File: config.mk
export PLATFORM = sky130hd
export DESIGN_NAME = sseg_capture
export DESIGN_NICKNAME = d
export VERILOG_FILES = /design/src/rtl/sseg_capture.sv
export SDC_FILE = /design/constraint.sdc
export NUM_CORES = 1
export LEC_CHECK = 0
export BUFFER_PORTS_ARGS = -buffer_cell sky130_fd_sc_hd__buf_4
export CORE_MARGIN = 2
export CORE_UTILIZATION = 58
export CTS_CLUSTER_DIAMETER = 150
export CTS_CLUSTER_SIZE = 30
export DETAILED_ROUTE_END_ITERATION = 10
export GPL_TIMING_DRIVEN = 1
export PLACE_DENSITY = 0.9
export SETUP_SLACK_MARGIN = 0.5
export SYNTH_ARGS = -nofsm -noshare
export SYNTH_HDL_FRONTEND = slang
export SYNTH_SLANG_ARGS = --single-unit
File: constraint.sdc
create_clock -name clk -period 2.89 [get_ports clk]
set_clock_uncertainty 0.1 [all_clocks]
set_input_delay 0.289 -clock clk [delete_from_list [all_inputs] [get_ports clk]]
set_output_delay 0.289 -clock clk [all_outputs]
set_load 0.01 [all_outputs]
File: src/rtl/sseg_capture.sv
// Seven-segment bus receiver: watches the multiplexed active-low an/seg/dp lines,
// qualifies each digit by stability, and publishes a decoded 4-digit frame.
module sseg_capture #(
    parameter int STABLE_CYCLES = 4
) (
    input  logic        clk,
    input  logic        rst_n,
    input  logic [0:6]  seg,
    input  logic        dp,
    input  logic [3:0]  an,
    output logic [15:0] value,
    output logic [3:0]  blank_mask,
    output logic [3:0]  dp_mask,
    output logic        frame_valid,
    output logic        pattern_err
);

    // The commit edge is the one where cnt moves from STABLE_CYCLES-2 to STABLE_CYCLES-1.
    localparam logic [7:0] CNT_PRE_COMMIT = 8'(STABLE_CYCLES - 2);

    logic [11:0] in_d, in_q;
    logic [7:0]  cnt_d, cnt_q;
    logic        one_hot, stable, commit, commit_ok, frame_done;
    logic [3:0]  nibble;
    logic        known, is_blank;

    logic [15:0] work_val;
    logic [3:0]  work_blank, work_dp, captured;

    logic [15:0] value_d, value_q;
    logic [3:0]  blank_mask_d, blank_mask_q;
    logic [3:0]  dp_mask_d, dp_mask_q;
    logic        frame_valid_d, frame_valid_q;
    logic        pattern_err_d, pattern_err_q;

    always_comb begin
        in_d    = {an, seg, dp};
        one_hot = (an == 4'b1110) || (an == 4'b1101) ||
                  (an == 4'b1011) || (an == 4'b0111);
        stable  = one_hot && (in_d == in_q);
        cnt_d   = 8'd0;
        if (stable) begin
            cnt_d = (cnt_q == 8'hFF) ? cnt_q : cnt_q + 8'd1;
        end
        commit  = stable && (cnt_q == CNT_PRE_COMMIT);
    end

    always_comb begin
        known    = 1'b1;
        is_blank = 1'b0;
        nibble   = 4'h0;
        case (seg)
            7'b0000001: nibble = 4'h0;
            7'b1001111: nibble = 4'h1;
            7'b0010010: nibble = 4'h2;
            7'b0000110: nibble = 4'h3;
            7'b1001100: nibble = 4'h4;
            7'b0100100: nibble = 4'h5;
            7'b0100000: nibble = 4'h6;
            7'b0001111: nibble = 4'h7;
            7'b0000000: nibble = 4'h8;
            7'b0000100: nibble = 4'h9;
            7'b0001000: nibble = 4'hA;
            7'b1100000: nibble = 4'hB;
            7'b0110001: nibble = 4'hC;
            7'b1000010: nibble = 4'hD;
            7'b0110000: nibble = 4'hE;
            7'b0111000: nibble = 4'hF;
            7'b1111111: begin
                known    = 1'b0;
                is_blank = 1'b1;
            end
            default:    known = 1'b0;
        endcase
        commit_ok  = commit && (known || is_blank);
        frame_done = &captured;
    end

    genvar gi;
    generate
        for (gi = 0; gi < 4; gi++) begin : g_digit
            logic [3:0] val_d, val_q;
            logic       blank_d, blank_q, wdp_d, wdp_q, cap_d, cap_q;

            always_comb begin
                val_d   = val_q;
                blank_d = blank_q;
                wdp_d   = wdp_q;
                cap_d   = cap_q;
                if (frame_done) begin
                    cap_d = 1'b0;
                end
                // an is one-hot-low whenever commit is set, so an[gi] low selects this digit.
                if (commit_ok && !an[gi]) begin
                    val_d   = nibble;
                    blank_d = is_blank;
                    wdp_d   = ~dp;
                    cap_d   = 1'b1;
                end
            end

            always_ff @(posedge clk or negedge rst_n) begin
                if (!rst_n) begin
                    val_q   <= 4'h0;
                    blank_q <= 1'b0;
                    wdp_q   <= 1'b0;
                    cap_q   <= 1'b0;
                end else begin
                    val_q   <= val_d;
                    blank_q <= blank_d;
                    wdp_q   <= wdp_d;
                    cap_q   <= cap_d;
                end
            end

            assign work_val[4*gi +: 4] = val_q;
            assign work_blank[gi]      = blank_q;
            assign work_dp[gi]         = wdp_q;
            assign captured[gi]        = cap_q;
        end
    endgenerate

    always_comb begin
        value_d       = value_q;
        blank_mask_d  = blank_mask_q;
        dp_mask_d     = dp_mask_q;
        frame_valid_d = 1'b0;
        pattern_err_d = commit && !known && !is_blank;
        if (frame_done) begin
            value_d       = work_val;
            blank_mask_d  = work_blank;
            dp_mask_d     = work_dp;
            frame_valid_d = 1'b1;
        end
    end

    always_ff @(posedge clk or negedge rst_n) begin
        if (!rst_n) begin
            in_q          <= '1;
            cnt_q         <= 8'd0;
            value_q       <= 16'h0000;
            blank_mask_q  <= 4'h0;
            dp_mask_q     <= 4'h0;
            frame_valid_q <= 1'b0;
            pattern_err_q <= 1'b0;
        end else begin
            in_q          <= in_d;
            cnt_q         <= cnt_d;
            value_q       <= value_d;
            blank_mask_q  <= blank_mask_d;
            dp_mask_q     <= dp_mask_d;
            frame_valid_q <= frame_valid_d;
            pattern_err_q <= pattern_err_d;
        end
    end

    assign value       = value_q;
    assign blank_mask  = blank_mask_q;
    assign dp_mask     = dp_mask_q;
    assign frame_valid = frame_valid_q;
    assign pattern_err = pattern_err_q;

endmodule

After elaboration in Yosys (flattened, before gate mapping)
Cells that the tools add are included.
Storage, ports and cells
  flip-flop bits (word level): 74
  output and inout bits: 26
  word-level logic and storage cells: 86
Operators by class
  add/subtract/negate cells: 1
  eq/ne operators: 24
  multiplexer cells: 11
  bitwise gates (word level): 1
  reductions and logical operators: 26
Operators by type and width (count)
  case mux 4 bit (15 select lines): 1
  equality test 7 x 6 -> 1 bit (second input constant): 5
  equality test 7 bit (second input constant): 5
  two-way mux 8 bit: 2
  OR reduction 16 bit: 1
  equality test 7 x 3 -> 1 bit (second input constant): 2
  equality test 7 x 4 -> 1 bit (second input constant): 2
  equality test 12 bit: 1
  equality test 4 bit (second input constant): 3
  logical AND 1 bit: 9
  adder 8 x 1 -> 8 bit (second input constant): 1
  equality test 8 x 2 -> 1 bit (second input constant): 1
  equality test 8 bit (second input constant): 1
  two-way mux 1 bit: 8
  nonzero test 2 bit: 4
  equality test 7 x 1 -> 1 bit (second input constant): 1
  equality test 7 x 5 -> 1 bit (second input constant): 1
  logical NOT 7 bit: 1
  logical NOT 1 bit: 6
  equality test 4 x 3 -> 1 bit (second input constant): 1
  logical OR 1 bit: 4
  AND reduction 4 bit: 1
  inequality test 2 bit (second input constant): 1
  NOT 1 bit: 1

Logic depth before layout (Yosys ltp)
  word-level depth: 9
  depth in mapped cells: 8

Worst setup path before layout
No wires, ideal clock.
  path type: input to register
  from: input seg[0] in the netlist's numbering
  to: register g_digit[0].blank_q
  arrival: 1.981 ns
  path slack: 0.684 ns
  stages on the path: 8
  path buffers: 2
  cell sequence: buf_2 > buf_4 > xnor2_1 > nand4_1 > nor4_4 > nand4_4 > nor3_4 > mux2_4
On the way
  word-level cells in the longest chain between the ends: 6
  elaborated cells between the ends (all ways): 26
  classes of those cells: 17 x eq/ne; 2 x mux; 7 x reduce/logical
RTL lines
  start, declared: RTL line 8  | input logic [0:6] seg,
  equality test 7 x 6 -> 1 bit (tied with other cells): RTL line 52  | case (seg)
  OR reduction 16 bit (no source line)
  two-way mux 1 bit: RTL line 52
  logical OR 1 bit: RTL line 75  | commit_ok = commit && (known || is_blank);
  logical AND 1 bit: RTL line 75
  logical AND 1 bit: RTL line 94  | if (commit_ok && !an[gi]) begin
  end signal, assigned: RTL line 110  | blank_q <= blank_d;
  end, declared: RTL line 83  | logic blank_d, blank_q, wdp_d, wdp_q, cap_d, cap_q;
Several ways; a longest one is shown, not always the timed one.
A chain may end at the register's enable or synchronous reset.

Worst setup path after layout
  from: register in_q[5]
  to: register g_digit[1].val_q[2]
On the way
  word-level cells in the longest chain between the ends: 5
RTL lines
  start, declared: RTL line 21  | logic [11:0] in_d, in_q;
  start signal, assigned: RTL line 147  | in_q <= in_d;
  equality test 12 bit: RTL line 40  | stable = one_hot && (in_d == in_q);
  logical AND 1 bit: RTL line 40
  logical AND 1 bit: RTL line 45  | commit = stable && (cnt_q == CNT_PRE_COMMIT);
  logical AND 1 bit: RTL line 75
  logical AND 1 bit: RTL line 94
  end signal, assigned: RTL line 109  | val_q <= val_d;
  end, declared: RTL line 82  | logic [3:0] val_d, val_q;
No other way between the ends.

==> results.toml <==
[worst_setup_path]
crit_chain = "xnor2_2 > nand4_1 > nor4_4 > nand4_4 > nor3_4 > buf_12 > mux2_4"
r2r_slack_ns = 0.53
arrival_ns = 2.50
cp_data_required_time_ns = 3.03
end_kind = "register"
cp_slowest_stage_delay_ns = 0.54
start_kind = "register"
crit_path_max_fanout = 6
critPathTopFamily = "simple AND/OR/NAND/NOR gates"
crit_buf_inv = 1
worstSetupPathType = "reg -> reg"
cpMaxStageDelayCell = "dfstp_2"

[timing]
drv_slew = 0
fin_ws_ns = 0.534
period_needed_ns = 2.36
worstMarginPinSlew_ns = 0.913
slew_headroom_pct = 39.0
setup_viol = 0
rsz0062_at_grt = "false"
finalSetupTns_ns = 0
hold_violations = 0
period_share_pct = 81.5
clock.fmax_ghz = 0.424

[pwr]
p_per_area_nw_per_um2 = 481
cellLeakagePower_uw = 0.00208
ir_worst_vdd_v = 0.000296
p_total_uw = 2000

[routing]
vias = 2446
drt_pass1_iterations = 4
wl_met3_um = 361
first_iter_violations = 234
top_layer = "met4"
route.detailed.drc = 0
routed_wl_um = 7110
wl_met2_um = 3640
m1WireLength_um = 2930
wl_per_cell_um = 16.4
antenna_left = 0
routed_via_density = 5.66

[synthesis]
synth_warnings = 0
synth_nets = 319
syn_area_um2 = 3480
avgSynthCellArea_um2 = 11.5
synth_seq_cells = 74
synth-main-ff-cell = "dfrtp_1"
synthArstFlopShare_pct = 100
yosysSeqAreaShare_pct = 53.7
synth_edf_count = 0
synth_cell_types = 55
synthCells = 303

[cts]
cts_buffer_depth = 2
root_buffer = "clkbuf_8"
cts_sinks = 74
cts_tree = "yes"
cts_made_buffers = 9
clk_pin_slew_ns = 0.07
htree_num_levels = 3
clk_latency_ns = 0.35

[cells_and_area]
final_cell_mix = "nand2_1 (69), dfrtp_1 (62), buf_4 (41)"
nFillCells = 388
final_core_util_pct = 71.1
design_area_um2 = 4160
layout_commonest_cell = "nand2_1"
drive_gt1_share_pct = 30.3
diodes = 0
nNetsFinal = 368
synthToLayoutAreaGrowth_pct = 19.6

[placed_design]
dp_hpwl_um = 4660
port-buffer-count = 39
place_area_um2 = 3790
pre_cts_slack_ns = 0.355
place_congestion = 0.811

[floorplanning]
ios = 40
die_h_um = 81.4
dieWidth_um = 81.4
rows = 28
start_util_pct = 59.4
die_area_um2 = 6630
core_area_um2 = 5850

[grt]
grt_max_degree = 75
antenna_found_initial = 0
grt_pass1_wl_um = 11300
grt_overflow = 0
grt_pass1_vias = 2276
track_usage_pct = 23.3

[min_path]
hold_path_class = "in -> reg"

[flow_run]
maxCapViolations = 0

[status]
outcome = "completed"
==> logic make-up (layout without fill, tap and decap cells) <==
kind of cell | Yosys count | in the layout | synth area share [%]
mux | 26 | 26 | 10.4
buf+inv | 22 | 76 | 3.17
compound gates | 34 | 34 | 6.91
simple gates | 127 | 127 | 20.6
flops | 74 | 74 | 53.7
fa+ha+maj | 2 | 2 | 0.720
xor+xnor | 18 | 18 | 4.53
==> stage by stage <==
| stage | hold WS [ns] | cells |
|---|---|---|
| finish | 0.0158 | 432 |
| global placement | 0.347 | 405 |
| CTS | 0.00336 | 427 |
| global route | 0.00554 | 432 |
| floorplan | -0.107 | 303 |
| detailed placement | 0.348 | 405 |
==> state kept, by name, summed over array words and instances (netlist names), 4 cells and up <==
| signal | count |
|---|---|
| in_q | 12 |
| g_digit.blank_q | 4 |
| value | 16 |
| cnt_q | 8 |
| g_digit.wdp_q | 4 |
| blank_mask | 4 |
| g_digit.cap_q | 4 |
| dp_mask | 4 |
| g_digit.val_q | 16 |
==> what timing repair did <==
action,4_1_cts,5_1_grt
hold buffers,6,0
setup endpoints to repair,0,21
buffers inserted,0,5
resized for setup,0,3
hold endpoints to repair,67,0
==> Yosys cell counts, types with 5 or more instances <==
cell | count | area [µm²]
and3_1 | 5 | 31.3
dfrtp_1 | 62 | 1550
mux2i_1 | 6 | 60.1
nand2_1 | 69 | 259
mux2_4 | 20 | 300
nand3_1 | 8 | 40.0
o21ai_0 | 9 | 45.0
clkbuf_1 | 5 | 18.8
xor2_1 | 7 | 61.3
xnor2_1 | 11 | 96.3
a21o_1 | 5 | 37.5
dfstp_2 | 12 | 315
nor2_1 | 10 | 37.5
inv_1 | 9 | 33.8
==> worst reg2reg max path, cell delays in order, from the launching register on <==
cell     delay [ns]
dfstp_2        0.54
xnor2_2        0.10
nand4_1        0.15
nor4_4         0.32
nand4_4        0.24
nor3_4         0.34
buf_12         0.16
mux2_4         0.29
==> area by class of cell <==
cell class,count,area [µm²],share of cell area [%]
sequential,74,1870,44.9
multi-input combinational,207,1510,36.4
timing repair buffer,51,448,10.8
clock buffer,10,138,3.31
tap,75,93.8,2.26
clock inverter,6,65.1,1.56
inverter,9,33.8,0.812
==> worst paths after layout <==
check,from,endpoint,cells past startpoint
min in group asynchronous,rst_n,dp_mask[2]$_DFFE_PN0P_,2
max in group asynchronous,rst_n,g_digit[3].val_q[1]$_DFFE_PN0P_,2
max reg2reg,in_q[5]$_DFF_PN1_,g_digit[1].val_q[2]$_DFFE_PN0P_,7
min reg2reg,value[8]$_DFFE_PN0P_,value[8]$_DFFE_PN0P_,2
max,in_q[5]$_DFF_PN1_,g_digit[1].val_q[2]$_DFFE_PN0P_,7
min,seg[6],in_q[1]$_DFF_PN1_,1
==> power by group <==
group          leakage (µW)  switching, µW  internal [µW]
sequential         0.000972           4.07           1050
clock              0.000103            393            423
combinational       0.00100           80.7           48.2
==> per-layer routing <==
layer	vias to the layer above	track usage, %
met5	-	0
met4	0	11.0
met3	15	5.16
met2	72	35.7
met1	1210	31.9
li1	1149	-
Note: power is estimated with default switching activity, not from simulation.
